`config.mk`:
```
export PLATFORM = sky130hd
export DESIGN_NAME = fw_interface_arb
export DESIGN_NICKNAME = d
export VERILOG_FILES = /design/src/rtl/fw_interface_arb.sv
export SDC_FILE = /design/constraint.sdc
export NUM_CORES = 1
export LEC_CHECK = 0
export CAP_MARGIN = 20
export CORE_AREA = 3 3 129 131
export CTS_CLUSTER_DIAMETER = 40
export DETAILED_ROUTE_END_ITERATION = 12
export DIE_AREA = 0 0 132 134
export HOLD_SLACK_MARGIN = 0.05
export MAX_ROUTING_LAYER = met4
export PLACE_DENSITY = 0.62
export SLEW_MARGIN = 20
export SYNTH_ARGS = -nofsm -noshare
export SYNTH_HDL_FRONTEND = slang
export SYNTH_SLANG_ARGS = --single-unit
```
`constraint.sdc`:
```
create_clock -name wb_clk_i -period 1.55 [get_ports wb_clk_i]
set_clock_uncertainty 0.2 [all_clocks]
set_input_delay 0.155 -clock wb_clk_i [delete_from_list [all_inputs] [get_ports wb_clk_i]]
set_output_delay 0.155 -clock wb_clk_i [all_outputs]
set_load 0.02 [all_outputs]
```
`src/rtl/fw_interface_arb.sv`:
```
`default_nettype none
// ============================================================================
// Module      : fw_interface_arb
// Description : Two-master round-robin Wishbone arbiter with no-response watchdog
// Revision    : 1.0 - initial release
// ============================================================================
module fw_interface_arb #(
  parameter int TIMEOUT_CYCLES = 255,
  parameter int TO_WIDTH       = 8
) (
  input  logic        wb_clk_i,
  input  logic        wb_rst_i,
  input  logic [31:0] m0_adr_i,
  input  logic [31:0] m0_dat_i,
  input  logic [3:0]  m0_sel_i,
  input  logic        m0_we_i,
  input  logic [2:0]  m0_cti_i,
  input  logic [1:0]  m0_bte_i,
  input  logic        m0_cyc_i,
  input  logic        m0_stb_i,
  output logic [31:0] m0_dat_o,
  output logic        m0_ack_o,
  output logic        m0_err_o,
  output logic        m0_rty_o,
  input  logic [31:0] m1_adr_i,
  input  logic [31:0] m1_dat_i,
  input  logic [3:0]  m1_sel_i,
  input  logic        m1_we_i,
  input  logic [2:0]  m1_cti_i,
  input  logic [1:0]  m1_bte_i,
  input  logic        m1_cyc_i,
  input  logic        m1_stb_i,
  output logic [31:0] m1_dat_o,
  output logic        m1_ack_o,
  output logic        m1_err_o,
  output logic        m1_rty_o,
  output logic [31:0] s_adr_o,
  output logic [31:0] s_dat_o,
  output logic [3:0]  s_sel_o,
  output logic        s_we_o,
  output logic [2:0]  s_cti_o,
  output logic [1:0]  s_bte_o,
  output logic        s_cyc_o,
  output logic        s_stb_o,
  input  logic [31:0] s_dat_i,
  input  logic        s_ack_i,
  input  logic        s_err_i,
  input  logic        s_rty_i,
  output logic [1:0]  grant_o,
  output logic        timeout_o
);

  localparam bit                  C_TO_EN   = (TIMEOUT_CYCLES != 0);
  localparam logic [TO_WIDTH-1:0] C_TO_LAST = TO_WIDTH'(TIMEOUT_CYCLES - 1);

  typedef enum logic [1:0] {
    ST_IDLE = 2'd0,
    ST_GNT0 = 2'd1,
    ST_GNT1 = 2'd2
  } state_t;

  state_t              r_state;
  state_t              w_state_next;
  logic                r_last_grant;
  logic                w_last_grant_next;
  logic [TO_WIDTH-1:0] r_to_cnt;
  logic                w_gnt0;
  logic                w_gnt1;
  logic                w_resp;
  logic                w_wait;
  logic                w_timeout;

  always_ff @(posedge wb_clk_i) begin
    if (wb_rst_i) begin
      r_state      <= ST_IDLE;
      r_last_grant <= 1'b1;
    end else begin
      r_state      <= w_state_next;
      r_last_grant <= w_last_grant_next;
    end
  end

  // Grants only leave IDLE, so there is always one idle turnaround cycle.
  always_comb begin
    w_state_next      = r_state;
    w_last_grant_next = r_last_grant;
    case (r_state)
      ST_IDLE: begin
        if (m0_cyc_i && m1_cyc_i) w_state_next = r_last_grant ? ST_GNT0 : ST_GNT1;
        else if (m0_cyc_i)        w_state_next = ST_GNT0;
        else if (m1_cyc_i)        w_state_next = ST_GNT1;
      end
      ST_GNT0: begin
        if (!m0_cyc_i) begin
          w_state_next      = ST_IDLE;
          w_last_grant_next = 1'b0;
        end
      end
      ST_GNT1: begin
        if (!m1_cyc_i) begin
          w_state_next      = ST_IDLE;
          w_last_grant_next = 1'b1;
        end
      end
      default: w_state_next = ST_IDLE;
    endcase
  end

  assign w_gnt0  = (r_state == ST_GNT0);
  assign w_gnt1  = (r_state == ST_GNT1);
  assign grant_o = {w_gnt1, w_gnt0};

  always_comb begin
    s_adr_o = '0;
    s_dat_o = '0;
    s_sel_o = '0;
    s_we_o  = 1'b0;
    s_cti_o = '0;
    s_bte_o = '0;
    s_cyc_o = 1'b0;
    s_stb_o = 1'b0;
    if (w_gnt0) begin
      s_adr_o = m0_adr_i;
      s_dat_o = m0_dat_i;
      s_sel_o = m0_sel_i;
      s_we_o  = m0_we_i;
      s_cti_o = m0_cti_i;
      s_bte_o = m0_bte_i;
      s_cyc_o = m0_cyc_i;
      s_stb_o = m0_stb_i;
    end else if (w_gnt1) begin
      s_adr_o = m1_adr_i;
      s_dat_o = m1_dat_i;
      s_sel_o = m1_sel_i;
      s_we_o  = m1_we_i;
      s_cti_o = m1_cti_i;
      s_bte_o = m1_bte_i;
      s_cyc_o = m1_cyc_i;
      s_stb_o = m1_stb_i;
    end
  end

  assign w_resp    = s_ack_i | s_err_i | s_rty_i;
  assign w_wait    = s_cyc_o & s_stb_o & ~w_resp;
  assign w_timeout = C_TO_EN && w_wait && (r_to_cnt == C_TO_LAST);
  assign timeout_o = w_timeout;

  // Counter value equals the number of earlier unanswered strobe cycles.
  always_ff @(posedge wb_clk_i) begin
    if (wb_rst_i || !C_TO_EN) begin
      r_to_cnt <= '0;
    end else if (!w_wait || w_timeout || (w_state_next != r_state)) begin
      r_to_cnt <= '0;
    end else begin
      r_to_cnt <= r_to_cnt + 1'b1;
    end
  end

  assign m0_dat_o = w_gnt0 ? s_dat_i : '0;
  assign m0_ack_o = w_gnt0 & s_ack_i;
  assign m0_err_o = w_gnt0 & (s_err_i | w_timeout);
  assign m0_rty_o = w_gnt0 & s_rty_i;
  assign m1_dat_o = w_gnt1 ? s_dat_i : '0;
  assign m1_ack_o = w_gnt1 & s_ack_i;
  assign m1_err_o = w_gnt1 & (s_err_i | w_timeout);
  assign m1_rty_o = w_gnt1 & s_rty_i;

endmodule
`default_nettype wire

```
# Yosys cells after proc, flatten, opt, wreduce, memory -nomap -nowiden
# Cells that the tools add are included.
[classes]
muxes = 28
n_shift = 0
eq_ne = 6
n_reduce_logical = 9
order_cmp = 0
n_addsub = 1
bitwise = 12
n_mul = 0
div = 0
[op_table]
columns = ["cell", "count"]
rows = [
  ["$mux 32", 6],
  ["$mux 2", 8],
  ["$add 8x1->8 const B", 1],
  ["$and 1x1->1", 8],
  ["$eq 8x8->1 const B", 1],
  ["$mux 1", 8],
  ["$mux 4", 2],
  ["$mux 3", 2],
  ["$pmux 2 s3", 1],
  ["$ne 2x2->1 const B", 2],
  ["$or 1x1->1", 3],
  ["$reduce_and 3->1", 1],
  ["$eq 2x1->1 const B", 1],
  ["$eq 2x2->1 const B", 1],
  ["$logic_and 1x1->1", 2],
  ["$logic_not 2->1", 1],
  ["$logic_or 1x1->1", 2],
  ["$ne 2x2->1", 1],
  ["$pmux 1 s2", 1],
  ["$reduce_bool 2->1", 1],
  ["$reduce_or 2->1", 1],
  ["$logic_not 1->1", 1],
  ["$not 1->1", 1],
]
[totals]
in_bits = 189
latchBits = 0
mem_bits_ro = 0
mem_bits_rw = 0
out_inout_bits = 149
reg_bits = 11
mem_count = 0
wordCells = 59

# Longest topological paths before layout
[logic_depth]
depth_word = 9
ltp_mapped = 6

# Worst setup path before layout
# Ideal clock, no wire load.
[synth_path]
kind = "register to output"
startpoint = "reg r_state[0]"
endpoint = "out m0_err_o"
required_time_ps = 1195
arrival_time_ps = 1852
n_path_buf = 2
stages_incl_launch_ff = 6
path_slack_ps = -657
cell_sequence = "dfxtp_1 -> buf_6 -> nand4b_1 -> a2111o_1 -> buf_6 -> o41ai_1"
[synth_between]
elab_chain_len = 8
elab_cells_between_ends = 11
[synth_lines]
columns = ["element", "line_no", "source"]
rows = [
  ["start, declared", "62", "state_t r_state;"],
  ["start signal, assigned", "78", "r_state <= w_state_next;"],
  ["$eq 2x2->1", "110", "assign w_gnt1 = (r_state == ST_GNT1);"],
  ["$mux 1", "131", "end else if (w_gnt1) begin"],
  ["$mux 1", "122", "if (w_gnt0) begin"],
  ["$and 1x1->1 (2 in a row)", "144", "assign w_wait = s_cyc_o & s_stb_o & ~w_resp;"],
  ["$logic_and 1x1->1", "145", "assign w_timeout = C_TO_EN && w_wait && (r_to_cnt == C_TO_LAST);"],
  ["$or 1x1->1", "161", "assign m0_err_o = w_gnt0 & (s_err_i | w_timeout);"],
  ["$and 1x1->1 (*)", "161", ""],
  ["end, declared", "23", "output logic m0_err_o,"],
]
# Mark *: on every way between the ends. The rest lies on a longest branch, timed or not.

# Worst setup path in the final report
# Same ends and word-level chain as after synthesis.

==> run metrics <==
Worst EP required=1190 ps; CTS tree=yes; Port Buffer Count=337; initial antenna violation count=0; post-layout power=3.12 mW; Final Max Tran Viols=0; TritonCTS Buffers=3; most frequent cells in the layout=184 x clkdlybuf4s50_1, 169 x buf_6, 70 x a22o_4; kind of critical path=reg2out; Core ar.=0.0157 sq mm; Switching Fraction=0.336; worst path arrival time=1760 ps; Setup crit start kind=flop; minimum clock period=2110 ps; sequential share of power=0.094; hpwl dp=12.5 mm; gr ovfl total=0; final WL=18.2 mm; drt pass-1 iters=4; final net count=842; Critical Path Fanout Max=3; most common cell after layout, fill and taps aside=clkdlybuf4s50_1; worst IR drop on VDD=0.000631 V; post-route ant nets=0; initial core utilization=0.117; Clk pwr share=0.151; clk slew on worst S/H paths=40 ps; top_reg_cell synth=dfxtp_1; Die X=132 um; share of cells above drive strength 1=0.631; status=finished, violations left; RD Place Congestion=0.841; CP Cell Sequence=nand4b_1 -> a2111o_1 -> buf_6 -> o41ai_4 -> buf_4; failing checks=negative setup slack; Final Hold Fails=0; Critical Path Sink Type=output port; Worst slew margin=0.660; largest net degree at the start of global routing=22; DR DRC count=0; Power Dens Cells=392 mW/mm^2; Synth Warn #=0; final setup violation count=156; root buffer cell=clkbuf_16; combinational share of power=0.755; First DRT Iteration DRCs=117; first-pass GRT wire length=24.0 mm; vias in the first global route=3,786; HP Class=in2reg; Final Cycle Share=1.36; number of synthesized flops with an enable pin=0; final setup margin=-564 ps; DR vias=3,732; worst skew pair latency=240 ps; P_leak=3.60 nW; RSZ-0062 raised after global routing=yes; row count=46; Die Area=0.0177 sq mm; Syn Std Cell Area=0.00184 sq mm; vias per cell=4.31; Tot GR Track Use=0.178; clk sinks=11; antenna diode count=0; H-Tree Depth=1; layout filler cell count=1,403; Synth Register Bits=11; syn_area_per_cell=7.71 sq um; die height=134 um; Sw Pwr=1.05 mW; fin util=0.507; per-cell routed wire length=21.0 um; post-synthesis sequential area ratio=0.119; Worst-Margin Slew=509 ps; cell count after synthesis=239; CP peak stage delay=470 ps; area delta synth->final=332%; FFs w/ async S/R, synth=0; internal power=2.07 mW; syn_nets=430; clk buf depth=2; I/O pins=338; count of cell types in the netlist=32; fmax=473 MHz; CP max-delay cell=a2111o_1; Max-Cap Viols=0
-- cells by family after synthesis --
logic type | count (synthesis) | share of synthesized area
AND/OR/NAND/NOR | 99 | 0.327
AO/OA/AOI/OAI | 90 | 0.434
buffers and inverters | 34 | 0.0916
flip-flops | 11 | 0.119
XOR/XNOR | 3 | 0.0143
adder cells (fa/ha/maj) | 2 | 0.0136
-- critical path: cells and delay by family, from the launching register on --
kind | cells | cell delay [ps]
AOI/OAI and AO/OA | 2 | 660
buffers and inverters | 2 | 340
DFF | 1 | 320
and+or+nand+nor | 1 | 210
-- flip-flops by register name, summed over array words and instances (netlist names) --
| signal | flops |
|---|---|
| r_to_cnt | 8 |
| r_state | 2 |
| r_last_grant | 1 |
-- Yosys cell counts, types with 3 or more instances --
library cell	instances	area [sq um]
o21ai_0	4	20.0
and2_1	68	425
inv_1	4	15.0
a22o_1	75	657
buf_2	15	75.1
nor2b_1	4	25.0
dfxtp_1	11	220
a2111oi_2	3	45.0
clkbuf_1	11	41.3
nand2_1	9	33.8
nor4_1	5	31.3
-- metrics by stage --
stage | hold slack, ps | setup slack, ps | std cells | setup TNS [ps] | area, sq um
2_1_floorplan | 27.8 | -282 | 239 | -2700 | 2650
3_3_place_gp | 277 | -1070 | 800 | -95100 | 6430
3_5_place_dp | 290 | -1060 | 800 | -97310 | 6430
4_1_cts | 287 | -578 | 825 | -67210 | 6880
5_1_grt | 257 | -667 | 866 | -70120 | 7970
6_report | 232 | -564 | 866 | -61880 | 7970
-- power groups by stage --
stage	clock [mW]	sequential [mW]	combinational, mW
global placement	0	0.297	1.84
CTS	0.487	0.293	1.97
global route	0.508	0.294	2.45
detailed placement	0	0.297	1.84
finish	0.470	0.294	2.36
floorplan	0	0.296	0.780
-- timing repair --
item | CTS | global route
buffers inserted | 14 | 38
setup endpoints to repair | 157 | 157
gates cloned | 8 | 9
pin swaps | 15 | 53
gates resized for setup | 615 | 419
hold buffers | 0 | 0
-- final timing paths --
check                         endpoint  cells after the start                      start  slack, ps
min reg2reg      r_state[1]$_SDFF_PP0_                      1  r_last_grant$_SDFFE_PP1P_        300
max reg2reg     r_to_cnt[5]$_SDFF_PP0_                      6      r_state[0]$_SDFF_PP0_       -370
max                           m0_err_o                      5      r_state[0]$_SDFF_PP0_       -560
min          r_last_grant$_SDFFE_PP1P_                      5                   m0_cyc_i        230
-- metal layers --
layer	part of all wire	vias up	global-route usage
met5	0	-	-
met2	0.51	175	0.312
li1	-	1729	-
met3	0.058	16	0.0386
met1	0.42	1812	0.220
met4	0.011	0	0.0158
-- layout make-up --
class,count,area (sq um),area share
flip-flops and latches,11,228,0.0286
clock buffers,4,78.8,0.00989
multi-input cells,194,2400,0.301
well taps,216,270,0.0339
repair buffers,437,4980,0.625
inverters,4,15.0,0.00188
(Power assumes the default switching activity.)
